===== config.mk =====
export PLATFORM = sky130hd
export DESIGN_NAME = cell_settle_ctr
export DESIGN_NICKNAME = d
export VERILOG_FILES = /design/src/rtl/cell_settle_ctr.sv
export SDC_FILE = /design/constraint.sdc
export NUM_CORES = 1
export LEC_CHECK = 0
export ABC_AREA = 1
export CAP_MARGIN = 0
export CORE_AREA = 2 2 39 41
export CTS_BUF_LIST = sky130_fd_sc_hd__clkbuf_16
export DETAILED_ROUTE_END_ITERATION = 10
export DIE_AREA = 0 0 41 43
export DONT_BUFFER_PORTS = 1
export PLACE_DENSITY = 0.43
export SLEW_MARGIN = 20
export SYNTH_ARGS = -nofsm -noshare
export SYNTH_HDL_FRONTEND = slang
export SYNTH_SLANG_ARGS = --single-unit

===== constraint.sdc =====
create_clock -name clk -period 1.1 [get_ports clk]
set_input_delay 0.33 -clock clk [delete_from_list [all_inputs] [get_ports clk]]
set_output_delay 0.33 -clock clk [all_outputs]
set_load 0.005 [all_outputs]

===== src/rtl/cell_settle_ctr.sv =====
// Loadable 4-bit down-counter that
// paces the settle wait per vector.
module cell_settle_ctr (
  input  logic       clk,
  input  logic       rst_n,
  input  logic       load,
  input  logic       dec,
  input  logic [3:0] value,
  output logic       zero
);

  logic [3:0] count;

  always_ff @(posedge clk or negedge rst_n) begin
    if (!rst_n) begin
      count <= 4'd0;
    end else if (load) begin
      count <= value;
    end else if (dec && count != 4'd0) begin
      count <= count - 4'd1;
    end
  end

  assign zero = (count == 4'd0);

endmodule


==> summary.txt <==
Hold path
  • Min-Delay Startpoint: load
  • Worst hold path class: input pin to flop

CTS
  • Total CTS buffers: 3
  • Skew-Pair Late Insertion Delay: 220 ps
  • CTS max path bufs: 2
  • CTS tree: yes
  • Total clock sinks: 4
  • Reg clk slew, reported paths: 30 ps
  • CTS Root Cell: clkbuf_16
  • H-tree level count: 1

Status
  • Violated checks: negative setup slack
  • Status: finished, violations left

Floorplan
  • Core Rows: 14
  • Die H: 43 microns
  • Die ar.: 0.001763 sq mm
  • I/O Pins: 9
  • Die X: 41 microns
  • Core region area: 0.001384 sq mm
  • Starting density of the core: 0.2134

Yosys
  • Mapped Area: 295.3 sq um
  • Fraction of registers with async set/reset: 1.000
  • Main area contributors after synthesis: dfrtp_1 (34%), nand2_1 (27%), inv_1 (6.4%), nand3_1 (5.1%), nand3b_1 (5.1%)
  • Synth warn: 0
  • Syn avg cell area: 6.419 sq um
  • Yosys top cell area share: 0.3390
  • Seq/Total Area, Yosys: 0.3390
  • Post-synth EDFFs: 0
  • Synth Register Bits: 4
  • Cells after Synth: 46
  • Most frequent cell after synthesis: nand2_1
  • Top cells by count, synth: nand2_1 (21), inv_1 (5), dfrtp_1 (4)
  • Synth cell types: 13
  • Syn Nets: 55
  • Synth area leader: dfrtp_1
  • Synth Flop Type: dfrtp_1

Setup path
  • Critical path startpoint: count[0]$_DFFE_PN0P_
  • CP Launch Type: flop
  • Setup CP Type: flop to primary output
  • Crit. End Element: primary output
  • Worst endpoint required time: 770 ps
  • Critical Path AT: 910 ps
  • R2r startpoint: count[0]$_DFFE_PN0P_
  • Max Fanout on Critical Path: 2

Routing
  • Final WL: 671 microns
  • Post-route ant nets: 0
  • DRC viols: 0
  • Via count: 307
  • Pre-Repair DR Iteration Count: 3
  • DR WL/cell: 9.068 microns
  • Iteration-0 DRC Markers: 1
  • Post-DR vias/cell: 4.149

Timing
  • Clock period minus final worst setup slack: 1238 ps
  • Final setup fails: 5
  • Final max-slew violation count: 0
  • RSZ-0062 raised after global routing: yes
  • Period utilization: 1.125
  • Hold slack final: 254.7 ps
  • Final hold vios: 0
  • Skew final: 0.1642 ps
  • Min setup slack post-route: -137.8 ps
  • Max Freq: 0.8079 GHz
  • Worst-Margin Slew: 216.3 ps
  • Worst slew margin: 0.8542

Final layout
  • Biggest regs: count (4)
  • Nets@finish: 69
  • Largest register FFs: 4
  • Number of diodes: 0
  • Top reg by flops: count
  • Fin util: 0.3562
  • Layout cells sized above 1: 0.4138
  • Syn-to-layout area delta: 66.95%
  • Final non-filler cell area: 493.0 sq um
  • Filler cell count: 157

Global route
  • Initial antenna violation count: 0
  • Total Routing Usage GR: 0.09687
  • First-pass GRT wire length: 1.090 mm
  • Largest net degree at the start of global routing: 9
  • Vias in the first global route: 304
  • GRT Residual Overflow: 0

Placed design
  • Input/output buffers: 0
  • Final HPWL DP: 504.1 microns
  • GPL Wtd Cong: 0.6468
  • Placed cell area: 340.3 sq um

Power and ir drop
  • Worst VDD drop: 862.0 uV
  • Overall power: 1.066 mW
  • Leakage: 0.2658 nW
  • PwrDens: 2162 mW/mm^2

Job
  • Max-cap violations: 0
-- what timing repair did --
item / CTS / global route
endpoints found under the hold margin: 4 / 0
setup endpoints to repair: 4 / 5
pin swaps: 3 / 4
gates resized for setup: 6 / 3
setup buffers: 4 / 1
gates cloned: 0 / 0
hold buffers: 1 / 0
-- power breakdown --
part / internal (mW) / switching [mW]
clock: 0.464 / 0.0957
sequential: 0.178 / 0.0297
combinational: 0.156 / 0.143
-- final timing paths --
kind / slack, ps / to / cells after the start
min in group asynchronous: 380 / count[3]$_DFFE_PN0P_ / 1
hold reg to reg: 630 / count[1]$_DFFE_PN0P_ / 3
setup / recovery: -140 / zero / 4
max in group asynchronous: 550 / count[2]$_DFFE_PN0P_ / 1
setup reg to reg: -70 / count[2]$_DFFE_PN0P_ / 8
hold / removal: 250 / count[3]$_DFFE_PN0P_ / 3
-- cell type report --
cell class                      instances  area (sq um)  share of cell area
Multi-Input combinational cell         35         201.4              0.4086
Timing Repair Buffer                    9         70.07              0.1421
Tap cell                               16         20.02             0.04061
Sequential cell                         4         100.1              0.2030
Clock buffer                            3         75.07              0.1523
Inverter                                7         26.28             0.05330
-- placed cells by master (no fill, tap or decap) --
cell type      netlist  routed
nand2_1             21      18
buf_4                0       8
inv_2                1       4
dfrtp_1              4       4
nand2_4              1       3
nand3_1              3       3
nand2_2              2       3
clkbuf_16            0       3
nor2_2               1       2
nand3b_1             2       2
inv_1                5       2
o21ai_0              2       2
nor2_1               2       1
clkinv_1             1       1
ha_4                 0       1
dlygate4sd3_1        0       1
-- per-stage QoR --
stage               std cells  setup WS [ps]  TNS [ps]
global route               74         -173.7    -581.8
detailed placement         65         -15.24    -33.72
finish                     74         -137.8    -293.2
floorplan                  46          15.17         0
global placement           65         -11.63    -27.22
CTS                        73         -158.4    -340.5
-- cells by family after synthesis --
family / after synthesis / synth area share
simple gates: 32 / 0.4958
compound gates: 2 / 0.03390
buf+inv: 7 / 0.08897
fa+ha+maj: 1 / 0.04237
flops: 4 / 0.3390
-- layer usage --
layer | up-vias | routed length (microns) | track usage
met3 | 0 | 25 | 0.03665
met5 | - | 0 | 0
met4 | 0 | 0 | 0.1000
met1 | 139 | 309 | 0.1013
li1 | 164 | - | -
met2 | 4 | 336 | 0.1344
-- worst max-delay path, cell delays in order, from the launching register on --
cell     delay [ps]
dfrtp_1         380
inv_2            80
ha_4            140
nand2_4          40
inv_2            50
(Power assumes the default switching activity.)
